`config.mk`:
```
export PLATFORM = sky130hd
export DESIGN_NAME = vend_credit_fsm
export DESIGN_NICKNAME = d
export VERILOG_FILES = /design/src/rtl/vend_credit_fsm.sv
export SDC_FILE = /design/constraint.sdc
export NUM_CORES = 1
export LEC_CHECK = 0
export ABC_AREA = 1
export BUFFER_PORTS_ARGS = -buffer_cell sky130_fd_sc_hd__buf_2
export CORE_UTILIZATION = 61
export CTS_BUF_LIST = sky130_fd_sc_hd__clkbuf_4
export DETAILED_ROUTE_END_ITERATION = 10
export PLACE_DENSITY = 0.82
export SYNTH_ARGS = -nofsm -noshare
export SYNTH_HDL_FRONTEND = slang
export SYNTH_SLANG_ARGS = --single-unit
```
`constraint.sdc`:
```
create_clock -name clk -period 2.8 [get_ports clk]
set_input_delay 0.28 -clock clk [delete_from_list [all_inputs] [get_ports clk]]
set_output_delay 0.28 -clock clk [all_outputs]
set_load 0.02 [all_outputs]
```
`src/rtl/vend_credit_fsm.sv`:
```
// vend_credit_fsm: coin credit, vend and nickel-change controller.
// Optional idle auto-refund is enabled by defining VEND_AUTO_REFUND_EN.
module vend_credit_fsm #(
  parameter int PRICE           = 75,
  parameter int MAX_CREDIT      = 195,
  parameter int DISPENSE_CYCLES = 4,
  parameter int TIMEOUT_CYCLES  = 1000000
) (
  input  logic       clk,
  input  logic       reset,
  input  logic [3:0] debounced,
  output logic [7:0] credit,
  output logic       dispense,
  output logic       change_nickel,
  output logic       coin_reject,
  output logic       busy
);

  typedef enum logic [1:0] {
    S_IDLE,
    S_DISPENSE,
    S_CHANGE
  } state_t;

  localparam int DW =
    (DISPENSE_CYCLES > 1) ? $clog2(DISPENSE_CYCLES) : 1;
  localparam logic [DW-1:0] DLOAD = DW'(DISPENSE_CYCLES - 1);
  localparam logic [8:0] MAXC = 9'(MAX_CREDIT);
  localparam logic [7:0] PRICE8 = 8'(PRICE);

  if ((PRICE % 5) != 0 || PRICE > MAX_CREDIT ||
      (MAX_CREDIT % 5) != 0 || MAX_CREDIT > 255 ||
      DISPENSE_CYCLES < 1 || TIMEOUT_CYCLES < 1) begin : g_bad_params
    $error("vend_credit_fsm: illegal parameter set");
  end

  state_t        state;
  logic [3:0]    prev;
  logic [3:0]    ev;
  logic [DW-1:0] dcnt;
  logic          phase;
  logic [7:0]    val;
  logic [8:0]    sum;
  logic          coin_any;
  logic          coin_one;
  logic          fits;
  logic          vend_ev;

`ifdef VEND_AUTO_REFUND_EN
  localparam int TW = $clog2(TIMEOUT_CYCLES + 1);
  localparam logic [TW-1:0] TLAST = TW'(TIMEOUT_CYCLES - 1);
  logic [TW-1:0] idle_cnt;
`endif

  // rising-edge events, coin value and overflow check
  always_comb begin
    ev       = debounced & ~prev;
    coin_any = |ev[2:0];
    coin_one = coin_any &&
               ((ev[2:0] & (ev[2:0] - 3'd1)) == 3'd0);
    vend_ev  = ev[3] & ~coin_any;
    val      = 8'd0;
    case (ev[2:0])
      3'b001:  val = 8'd5;
      3'b010:  val = 8'd10;
      3'b100:  val = 8'd25;
      default: val = 8'd0;
    endcase
    sum  = {1'b0, credit} + {1'b0, val};
    fits = (sum <= MAXC);
  end

  // edge history, credit bookkeeping and vend/change sequencing
  always_ff @(posedge clk or posedge reset) begin
    if (reset) begin
      prev          <= 4'b1111;
      state         <= S_IDLE;
      credit        <= 8'd0;
      dispense      <= 1'b0;
      change_nickel <= 1'b0;
      coin_reject   <= 1'b0;
      busy          <= 1'b0;
      dcnt          <= '0;
      phase         <= 1'b0;
`ifdef VEND_AUTO_REFUND_EN
      idle_cnt      <= '0;
`endif
    end else begin
      prev          <= debounced;
      coin_reject   <= 1'b0;
      change_nickel <= 1'b0;
`ifdef VEND_AUTO_REFUND_EN
      idle_cnt      <= '0;
`endif
      case (state)
        S_IDLE: begin
          if (coin_any) begin
            if (coin_one && fits) begin
              credit <= sum[7:0];
            end else begin
              coin_reject <= 1'b1;
            end
          end else if (vend_ev) begin
            if (credit >= PRICE8) begin
              credit   <= credit - PRICE8;
              state    <= S_DISPENSE;
              dispense <= 1'b1;
              busy     <= 1'b1;
              dcnt     <= DLOAD;
            end else if (credit != 8'd0) begin
              state <= S_CHANGE;
              busy  <= 1'b1;
              phase <= 1'b0;
            end
          end
`ifdef VEND_AUTO_REFUND_EN
          else if (credit != 8'd0) begin
            if (idle_cnt == TLAST) begin
              state <= S_CHANGE;
              busy  <= 1'b1;
              phase <= 1'b0;
            end else begin
              idle_cnt <= idle_cnt + 1'b1;
            end
          end
`endif
        end
        S_DISPENSE: begin
          if (coin_any) coin_reject <= 1'b1;
          if (dcnt == '0) begin
            dispense <= 1'b0;
            if (credit != 8'd0) begin
              state <= S_CHANGE;
              phase <= 1'b0;
            end else begin
              state <= S_IDLE;
              busy  <= 1'b0;
            end
          end else begin
            dcnt <= dcnt - 1'b1;
          end
        end
        S_CHANGE: begin
          if (coin_any) coin_reject <= 1'b1;
          if (!phase) begin
            change_nickel <= 1'b1;
            credit        <= credit - 8'd5;
            phase         <= 1'b1;
          end else begin
            phase <= 1'b0;
            if (credit == 8'd0) begin
              state <= S_IDLE;
              busy  <= 1'b0;
            end
          end
        end
        default: begin
          state <= S_IDLE;
          busy  <= 1'b0;
        end
      endcase
    end
  end

endmodule

```
# Word-level counts from Yosys, hierarchy flattened
# Index checks and enable logic that the tools add are counted.
# word_totals
rom_bits,0
word_cells,105
mem_count,0
ramBits,0
in_bits,6
regBits,21
latchBits,0
# classes
eq_ne,19
div_mod_pow,0
shifts,0
n_reduce_logical,18
add_sub_neg,5
muxes,47
magnitude_cmp,2
mul,0
n_bitwise,5
# op_table
cell,n
$mux W8,5
$mux W2,12
$mux W1,22
$ne A2 B2 Y1 const B,10
$reduce_and A5 Y1,4
$pmux W8 S2,1
$pmux W5 S3,1
$ne A3 B3 Y1 const B,4
$add A8 B8 Y9,1
$le A9 B8 Y1 const B,1
$ge A8 B7 Y1 const B,1
$logic_not A8 Y1,1
$reduce_bool A8 Y1,1
$sub A8 B3 Y8 const B,1
$sub A8 B7 Y8 const B,1
$reduce_and A7 Y1,1
$pmux W1 S3,2
$pmux W2 S3,1
$reduce_and A6 Y1,1
$and A4 B4 Y4,1
$logic_not A2 Y1,2
$not A4 Y4,1
$pmux W1 S2,2
$pmux W2 S2,1
16 further kinds,18

# Longest topological paths before layout
# Gate-level depths: netlist of the first run.
# logic_depth
word_depth,10
mapped_depth,21
ltp_nobuf,21

# Worst setup path before layout of the first run
# Ideal clock, no wire load.
# synth_timing
kind,register to register
startpoint,register prev[1]
endpoint,register credit[1]
path_buffers,0
setup_slack_ns,0.534
synth_period_minus_slack_ns,2.266
t_arrival_ns,2.148
path_stages_with_launch,22
path_cell_list,dfstp_2 > inv_2 > nand2_1 > nand2_1 > nand2_1 > inv_2 > a21oi_2 > ha_1 > fa_1 > nand2_1 > nand2_1 > nand2_1 > nand2_1 > nand3_1 > nor2_1 > nand2_1 > nand2_1 > nand2_1 > nand2_4 > nand2_4 > nand2_1 > nand2_1
# synth_via
elab_chain_len,9
elab_cells_between_ends,23
classes_between,2 x add/sub; 1 x order compare; 6 x eq/ne; 4 x mux; 5 x bitwise; 5 x reduce/logical
# synth_lines
element,line,text
start: declaration,38,logic [3:0] prev;
start signal: assignment,89,prev <= debounced;
$not A4 Y4 *,57,ev = debounced & ~prev;
$and A4 B4 Y4 *,57,
$eq A3 B3 Y1 (tied with other cells),63,case (ev[2:0])
$pmux W5 S3 or $and A3 B3 Y3 (tied branches),"63, 60",
$add A8 B8 Y9 or $logic_not A3 Y1 (tied branches),"69, 60",
$le A9 B8 Y1 or $logic_and A1 B1 Y1 (tied branches),"70, 59",
$logic_and A1 B1 Y1,98,if (coin_one && fits) begin
$ne A3 B3 Y1 (no source line),--,
$reduce_and A5 Y1 (no source line),--,
end signal: assignment,99,credit <= sum[7:0];
end signal: assignment,105,credit <= credit - PRICE8;
end signal: assignment,147,credit <= credit - 8'd5;
end: declaration,12,"output logic [7:0] credit,"
# Every way passes the cells marked *; elsewhere a longest branch is shown, timed or not. The select of a mux whose other input is x is not followed.
# A chain may end at the register's enable or synchronous reset.

# Worst setup path in the final report of the first run
# layout_timing
startpoint,register prev[1]
endpoint,register credit[0]
# Same word-level chain as after synthesis.

==> results of run 1 <==
synthesized netlist by cell type, drive strengths merged, types with 2 or more instances:
master and n:
nand2 94, inv 34, nand3 31, nor2 25, dfrtp 17, o21ai 15, ha 12, a21oi 11
buf 4, dfstp 4, o211ai 3, a31oi 2, nor3 2, or2 2, xnor2 2, xor2 2
per-stage QoR:
step / worst slack [ns] / power [mW]
6_report: 0.305 / 2.39
2_1_floorplan: 0.534 / 1.89
4_1_cts: 0.242 / 2.38
5_1_grt: 0.0175 / 2.67
3_5_place_dp: 0.247 / 2.21
3_3_place_gp: 0.294 / 2.20
power groups by stage:
stage / registers (mW) / clock network, mW / logic (mW)
2_1_floorplan: 0.651 / 0 / 1.24
3_3_place_gp: 0.606 / 0 / 1.59
3_5_place_dp: 0.607 / 0 / 1.61
4_1_cts: 0.601 / 0.159 / 1.62
5_1_grt: 0.618 / 0.169 / 1.88
6_report: 0.602 / 0.153 / 1.64
sequential cells by signal (all words and copies together), names as in the netlist:
| register | count |
|---|---|
| busy | 1 |
| change_nickel | 1 |
| coin_reject | 1 |
| credit | 8 |
| dcnt | 2 |
| dispense | 1 |
| phase | 1 |
| prev | 4 |
| state | 2 |
worst max path at each step:
stage,endpoint,slack [ns]
global route,credit[6],0.02
global placement,credit[6],0.29
CTS,credit[6],0.24
finish,credit[0],0.30
detailed placement,credit[6],0.25
floorplan,credit[1],0.53
layout by cell type, fill, tap and decap left out, types with 4 or more instances in the layout:
master     n
a21oi_1    8
buf_2     17
clkbuf_4   4
dfrtp_1   17
dfstp_2    4
ha_1      11
inv_1     30
inv_2      4
nand2_1   89
nand2_2    4
nand3_1   28
nor2_1    22
o21ai_0   12
area by class of cell:
type                       count  share of cell area (%)
inverter                      34                    6.48
clock buffer                   4                    1.53
multi-input combinational    209                    58.4
tap                           31                    1.97
timing repair buffer          18                    4.70
sequential                    21                    27.0
per-layer routing:
metal | share of wire, % | track usage [%]
met1 | 50 | 38.8
met5 | 0 | 0
met2 | 44 | 40.0
met3 | 5.4 | 4.15
met4 | 1.0 | 6.27
cell families (layout without fill, tap and decap cells):
logic type	Yosys count	after routing	synth area share, %
AO/OA/AOI/OAI	36	36	12.8
adder cells (fa/ha/maj)	13	13	9.30
buffers and inverters	39	56	9.10
XOR/XNOR	4	4	1.92
flip-flops	21	21	29.0
AND/OR/NAND/NOR	155	156	37.9
what timing repair did:
item                                    CTS  global route
endpoints found under the setup margin    0             8
gates resized for setup                   0             4
setup buffers                             0             1
==> run_results.csv, run 1 <==
group,metric,value,unit
status,status,"finished, violations left",
status,violations,"DRC",
worst_setup_path,worst_path_max_delay_cell,"dfstp_2",
worst_setup_path,ff2ff_path_depth,21,
timing,fmax,401,MHz
worst_setup_path,critical_path_class,"reg -> reg",
routing,drt-initial-drc-count,102,
worst_setup_path,r2r_slack,0.30,ns
cts,cts_tree,"yes",
floorplanning,die_h,56.8,microns
cts,clock_path_buffers,2,
routing,wl_per_cell,12.0,microns
yosys,yosysTopAreaCell,"dfrtp_1",
yosys,synth_top_area_share,23.3,%
placed_design,port_buffers,17,
worst_hold_path,holdPathEnd,"prev[2]",
power_and_ir_drop,p_sw_share,54.3,%
cts,cts-buffers-inserted,3,
yosys,synth_nets,287,
floorplanning,coreArea,2810,sq um
timing,fin_crit_sh,89.1,%
timing,slew_viol_final,0,
routing,drcViolationCount,2,
worst_hold_path,worstHoldStart,"debounced[2]",
power_and_ir_drop,power.switching,1.30,mW
timing,max_slew_margin,48.2,%
yosys,ys_warn_count,0,
yosys,ys_types,37,
finish,area_growth,7.59,%
grt,grt_max_degree,22,
power_and_ir_drop,sequentialPowerShare,25.1,%
worst_hold_path,whs_path_depth,1,
finish,diodes,0,
timing,skew,0.00427,ns
placed_design,placedCellCount,311,
routing,routed_wl,3810,microns
yosys,syn_avg_cell_area,6.83,sq um
timing,final.setup.tns,0,ns
grt,grt_pass1_vias,1467,
worst_setup_path,crit_required,3.00,ns
routing,vias,1726,
finish,fin_area,1970,sq um
grt,grt_antenna_before_repair,0,
timing,setup_viol,0,
power_and_ir_drop,p_comb_share,68.4,%
finish,instances_no_fill,317,
flow_run,maxCapViolations,0,
grt,grt_pass1_wl,6580,microns
placed_design,gp_congestion,0.890,
placed_design,dp_hpwl,2920,microns
floorplanning,start_util,65.2,%
timing,tightestPinTransition,0.776,ns
yosys,ys_seq_area_share,29.0,%
worst_setup_path,arrival,2.69,ns
worst_setup_path,cp_common_cell,"nand2_1",
floorplanning,die_area,3220,sq um
grt,grtUsageTotal,26.2,%
finish,multi_input_area,1150,sq um
yosys,synth.cell_area,1830,sq um
cts,clock-sinks,21,
power_and_ir_drop,cellPowerDensity,1220,nW/um^2
finish,nNetsFinal,306,
finish,drive_gt1_share,17.8,%
worst_setup_path,crit_fanout,8,
cts,cts_hold_buf,0,
worst_setup_path,startpoint_type,"flop",
timing,period_needed,2.50,ns
finish,n_fill_cell,250,
worst_setup_path,crit_chain,"inv_2 > nand2_1 > nand2_1 > nand2_1 > inv_2 > a21oi_2 > ha_2 > fa_2 > nand2_1 > nand2_1 > nand2_1 > nand2_1 > nand3_1 > nor2_1 > nand2_1 > nand2_1 > nand2_2 > nand2_4 > nand2_4 > nand2_1 > nand2_1",
yosys,synthArstFlopShare,100,%
power_and_ir_drop,p_leak,1.08,nW
power_and_ir_drop,clock_power_share,6.4,%
power_and_ir_drop,cell_internal_pwr,1.09,mW
cts,path_clk_slew,0.11,ns
yosys,synthCells,268,
routing,drt.antenna.violating_nets,0,
worst_setup_path,r2r_end,"credit[0]",
yosys,synth_area_leaders,"dfrtp_1 23%, nand2_1 19%, ha_1 8.2%, nand3_1 7.7%, inv_1 6.2%",
worst_hold_path,hold_path.class,"in -> reg",
placed_design,post_dp_cell_area,1910,sq um
routing,drtPass1Iterations,7,
timing,hold_viol_final,0,
cts,clock_latency,0.30,ns
power_and_ir_drop,ir_drop,0.000796,V
finish,regArea,531,sq um
timing,holdWs,0.0726,ns
yosys,synth_edf_count,0,
routing,viasPerCell,5.44,
floorplanning,boundaryPins,18,
cts,htree_levels,1,
yosys,synth_flop_cell,"dfrtp_1",
grt,grt_overflow,0,
worst_setup_path,critPathBufInv,2,
floorplanning,rows,19,
worst_setup_path,endpoint_kind,"flop",
cts,cts-root-buf,"clkbuf_4",
worst_setup_path,crit_family,"simple AND/OR/NAND/NOR gates",
timing,rsz0062_at_grt,"no",
floorplanning,die_w,56.8,microns
worst_setup_path,critical_path_depth,21,
yosys,ys_ff_latch,21,
finish,fin_util,70.2,%
worst_setup_path,r2r_start,"prev[1]",
worst_setup_path,slowest_delay,0.54,ns
worst_setup_path,startpoint,"prev[1]",
Note: power is estimated with default switching activity, not from simulation.
==> run 2: changes to the inputs <==
- clock period: 2.8 -> 2.5 ns (I/O delays scaled with it)
==> run_results.csv, run 2 (synthesis gave the netlist of run 1 again) <==
group,metric,value,unit
status,status,"finished, violations left",
status,violations,"DRC",
timing,setup_viol,0,
floorplanning,coreArea,2810,sq um
floorplanning,die_area,3220,sq um
timing,max_slew_margin,47.0,%
finish,nNetsFinal,312,
floorplanning,boundaryPins,18,
routing,wl_per_cell,12.8,microns
routing,drt-initial-drc-count,119,
timing,period_needed,2.46,ns
finish,largest_register_ffs,8,
cts,htree_levels,1,
power_and_ir_drop,ir_drop,0.000856,V
grt,grt_antenna_before_repair,0,
floorplanning,die_h,56.8,microns
cts,clock-sinks,21,
timing,fmax,406,MHz
finish,top_register,"credit",
power_and_ir_drop,cellPowerDensity,1350,nW/um^2
timing,tightestPinTransition,0.794,ns
placed_design,placedCellCount,314,
worst_setup_path,startpoint_type,"flop",
finish,drive_gt1_share,24.3,%
placed_design,dp_hpwl,3060,microns
timing,hold_viol_final,0,
worst_setup_path,crit_fanout,8,
floorplanning,start_util,65.2,%
grt,grt_pass1_wl,6750,microns
finish,layout_commonest_cell,"nand2_1",
grt,grtUsageTotal,26.7,%
grt,grt_overflow,0,
placed_design,gp_congestion,0.917,
routing,drt.antenna.violating_nets,0,
floorplanning,rows,19,
floorplanning,die_w,56.8,microns
flow_run,maxCapViolations,0,
worst_hold_path,hold_path.class,"in -> reg",
cts,cts_tree,"yes",
power_and_ir_drop,p_leak,1.13,nW
cts,clock_latency,0.31,ns
finish,area_growth,13.4,%
finish,n_fill_cell,244,
cts,path_clk_slew,0.11,ns
cts,cts-buffers-inserted,3,
finish,regArea,531,sq um
cts,cts_hold_buf,0,
cts,clock_path_buffers,2,
finish,final_cell_mix,"80 x nand2_1, 29 x inv_1, 27 x nand3_1, 21 x nor2_1",
placed_design,port_buffers,17,
timing,rsz0062_at_grt,"yes",
worst_setup_path,endpoint_kind,"flop",
timing,skew,0.00752,ns
routing,viasPerCell,5.55,
finish,multi_input_area,1210,sq um
grt,grt_pass1_vias,1532,
routing,vias,1792,
timing,slew_viol_final,0,
finish,reg_top3,"credit (8), prev (4)",
finish,diodes,0,
worst_setup_path,crit_required,2.70,ns
routing,routed_wl,4120,microns
grt,grt_max_degree,22,
timing,fin_crit_sh,98.5,%
worst_setup_path,critical_path_class,"reg -> reg",
worst_setup_path,arrival,2.66,ns
routing,drtPass1Iterations,8,
finish,fin_util,74.0,%
finish,instances_no_fill,323,
routing,drcViolationCount,2,
cts,cts-root-buf,"clkbuf_4",
run 2: changes by cell type in the layout (fill, tap and decap cells not counted), moves of 3 or more:
cell,delta
nand2_1,-9
buf_4,+6
nand2_2,+6
nand2_4,+3
run 2: final cells by class:
| type | instances | share of cell area (%) |
|---|---|---|
| repair buffers | 24 | 6.63 |
| flip-flops and latches | 21 | 25.6 |
| well taps | 31 | 1.87 |
| clock buffers | 4 | 1.45 |
| multi-input cells | 209 | 58.3 |
| inverters | 34 | 6.15 |
run 2: per-layer routing:
metal / global-route usage (%) / vias up / part of all wire (%)
met5: 0 / - / 0
li1: - / 910 / -
met3: 4.84 / 4 / 5.7
met4: 6.97 / 0 / 0.90
met1: 38.0 / 815 / 48
met2: 42.0 / 63 / 46
run 2: worst max-delay path: stages (launching register included):
cell and delay (ns):
dfstp_2 0.56, nor2_4 0.06, inv_2 0.08, a21oi_2 0.07
ha_2 0.19, fa_2 0.37, buf_4 0.15, xnor2_2 0.13
nand3_1 0.09, nor2_1 0.12, nand2_1 0.06, nand2_1 0.06
nand2_2 0.08, nand2_4 0.10, nand2_4 0.09, nand2_1 0.07
nand2_1 0.06
run 2: report_power, final:
group | leakage (nW) | internal (mW) | switching (mW)
Clock | 0.0184 | 0.0732 | 0.103
Sequential | 0.251 | 0.486 | 0.171
Combinational | 0.856 | 0.713 | 1.25
run 2: path summary, 6_finish.rpt:
path	from	end	slack (ns)	cells past startpoint
max	prev[2]	credit[1]	0.04	16
min	debounced[2]	prev[2]	0.04	1
max reg2reg	prev[2]	credit[1]	0.04	16
min reg2reg	phase	change_nickel	0.48	1
max in group asynchronous	reset	dcnt[1]	1.94	2
min in group asynchronous	reset	phase	0.07	2
run 2: timing repair:
action                     CTS  global route
setup endpoints to repair    8             9
hold endpoints to repair     0             0
gates cloned                 1             0
resized for setup            5            17
setup buffers                0             4
pin swaps                    2            13
run 2: per-stage QoR:
stage	worst slack, ns	hold WS (ns)	area, sq um	power (mW)	setup TNS [ns]
CTS	0.0181	0.0260	1990	2.71	0
detailed placement	-0.0176	0.366	1940	2.52	-0.0221
floorplan	0.234	0.224	1830	2.12	0
global route	-0.144	0.0213	2070	3.09	-1.09
finish	0.0380	0.0392	2070	2.79	0
global placement	0.0186	0.365	1940	2.49	0
==> run 3: changes to the inputs <==
- CORE_ASPECT_RATIO: unset -> 0.5
- SKIP_CTS_REPAIR_TIMING: unset -> 1
- TNS_END_PERCENT: unset -> 5
==> run_results.csv, run 3 (synthesis gave the netlist of run 1 again) <==
group,metric,value,unit
status,status,"finished, violations left",
placed_design,dp_hpwl,3310,microns
finish,final_cell_mix,"78 x nand2_1, 29 x inv_1, 27 x nand3_1, 21 x nor2_1",
worst_setup_path,crit_chain,"inv_2 > nand2_4 > nand3_1 > a21oi_2 > ha_2 > fa_2 > nand2_2 > nand2_2 > nand2_1 > nand2_1 > nand3_1 > nor2_1 > nand2_1 > nand2_1 > nand2_2 > nand2_4 > nand2_8 > nand2_2 > nand2_1",
finish,drive_gt1_share,23.9,%
worst_setup_path,startpoint_type,"flop",
cts,clock_latency,0.31,ns
finish,largest_register_ffs,8,
routing,wl_per_cell,13.9,microns
worst_setup_path,arrival,2.77,ns
grt,grt_max_degree,22,
timing,max_slew_margin,46.9,%
timing,tightestPinTransition,0.796,ns
floorplanning,rows,13,
floorplanning,die_h,40.7,microns
flow_run,maxCapViolations,0,
routing,routed_wl,4530,microns
floorplanning,die_w,79.4,microns
grt,grt_antenna_before_repair,0,
finish,fin_area,2070,sq um
worst_setup_path,endpoint_kind,"flop",
placed_design,post_dp_cell_area,1940,sq um
power_and_ir_drop,cellPowerDensity,1390,nW/um^2
worst_setup_path,slowest_delay,0.55,ns
timing,setup_viol,8,
cts,cts_tree,"yes",
worst_setup_path,crit_required,2.71,ns
worst_setup_path,worst_path_max_delay_cell,"dfstp_2",
power_and_ir_drop,p_leak,1.11,nW
cts,clock_path_buffers,2,
finish,diodes,0,
timing,hold_viol_final,0,
routing,viasPerCell,5.63,
timing,rsz0062_at_grt,"yes",
power_and_ir_drop,ir_drop,0.00110,V
routing,drt-initial-drc-count,166,
cts,clock-sinks,21,
timing,slew_viol_final,0,
timing,fin_crit_sh,102,%
floorplanning,coreArea,2720,sq um
finish,top_register,"credit",
finish,nNetsFinal,309,
cts,cts-buffers-inserted,3,
worst_setup_path,critical_path_class,"reg -> reg",
timing,skew,0.00480,ns
floorplanning,die_area,3240,sq um
placed_design,gp_congestion,0.870,
timing,fmax,391,MHz
grt,grt_overflow,0,
finish,area_growth,12.9,%
timing,final.setup.tns,-0.368,ns
grt,grt_pass1_vias,1481,
finish,layout_commonest_cell,"nand2_1",
status,violations,"setup timing",
grt,grt_pass1_wl,6810,microns
routing,drtPass1Iterations,4,
finish,reg_top3,"credit (8), prev (4)",
routing,drcViolationCount,0,
timing,period_needed,2.55,ns
worst_setup_path,cp_common_cell,"nand2_1",
timing,holdWs,0.0320,ns
worst_setup_path,crit_fanout,8,
routing,vias,1834,
floorplanning,start_util,67.3,%
worst_hold_path,hold_path.class,"in -> reg",
grt,grtUsageTotal,29.0,%
routing,drt.antenna.violating_nets,0,
cts,htree_levels,1,
cts,cts-root-buf,"clkbuf_4",
floorplanning,boundaryPins,18,
placed_design,port_buffers,17,
cts,path_clk_slew,0.11,ns
timing,setup_ws,-0.0543,ns
-- run 3: worst paths after layout --
kind                               from             to  slack [ns]  depth (start not counted)
max                             prev[1]      credit[3]       -0.05                         19
min                        debounced[2]        prev[2]        0.03                          1
max reg2reg                     prev[1]      credit[3]       -0.05                         19
min reg2reg                       phase  change_nickel        0.48                          1
max in group asynchronous         reset       dispense        1.94                          2
min in group asynchronous         reset      credit[0]        0.07                          2
-- run 3: routing by layer --
metal / global-route usage [%] / routed length [microns] / share of wire [%]
met4: 5.00 / 76 / 1.7
met2: 48.3 / 2040 / 45
met5: 0 / 0 / 0
met3: 4.67 / 359 / 7.9
met1: 41.0 / 2060 / 45
-- run 3: worst max-delay path: cells and delay by family (launching register included) --
family                   cells  cell delay [ns]
AND/OR/NAND/NOR             15             1.24
buffers and inverters        1             0.05
AO/OA/AOI/OAI                1             0.18
adder cells (fa/ha/maj)      2             0.43
flip-flops                   1             0.55
-- run 3: report_power, final --
part	switching [mW]	internal, mW
clock	0.104	0.0733
combinational	1.30	0.723
sequential	0.188	0.486
-- run 3: cell type report --
type	count	area, sq um
Fill cell	229	651
Sequential cell	21	531
Clock buffer	4	30.0
Timing Repair Buffer	21	115
Multi-Input combinational cell	209	1220
Inverter	34	128
Tap cell	37	46.3
-- run 3: through the flow --
step                util [%]  instances  power, mW  setup WS [ns]
CTS                     72.7        324       2.74        -0.0945
detailed placement      71.6        320       2.55        -0.0779
floorplan                  -        268       2.12          0.234
finish                  76.0        326       2.87        -0.0543
global placement        71.6        320       2.49       -0.00809
global route            76.0        326       3.14         -0.249
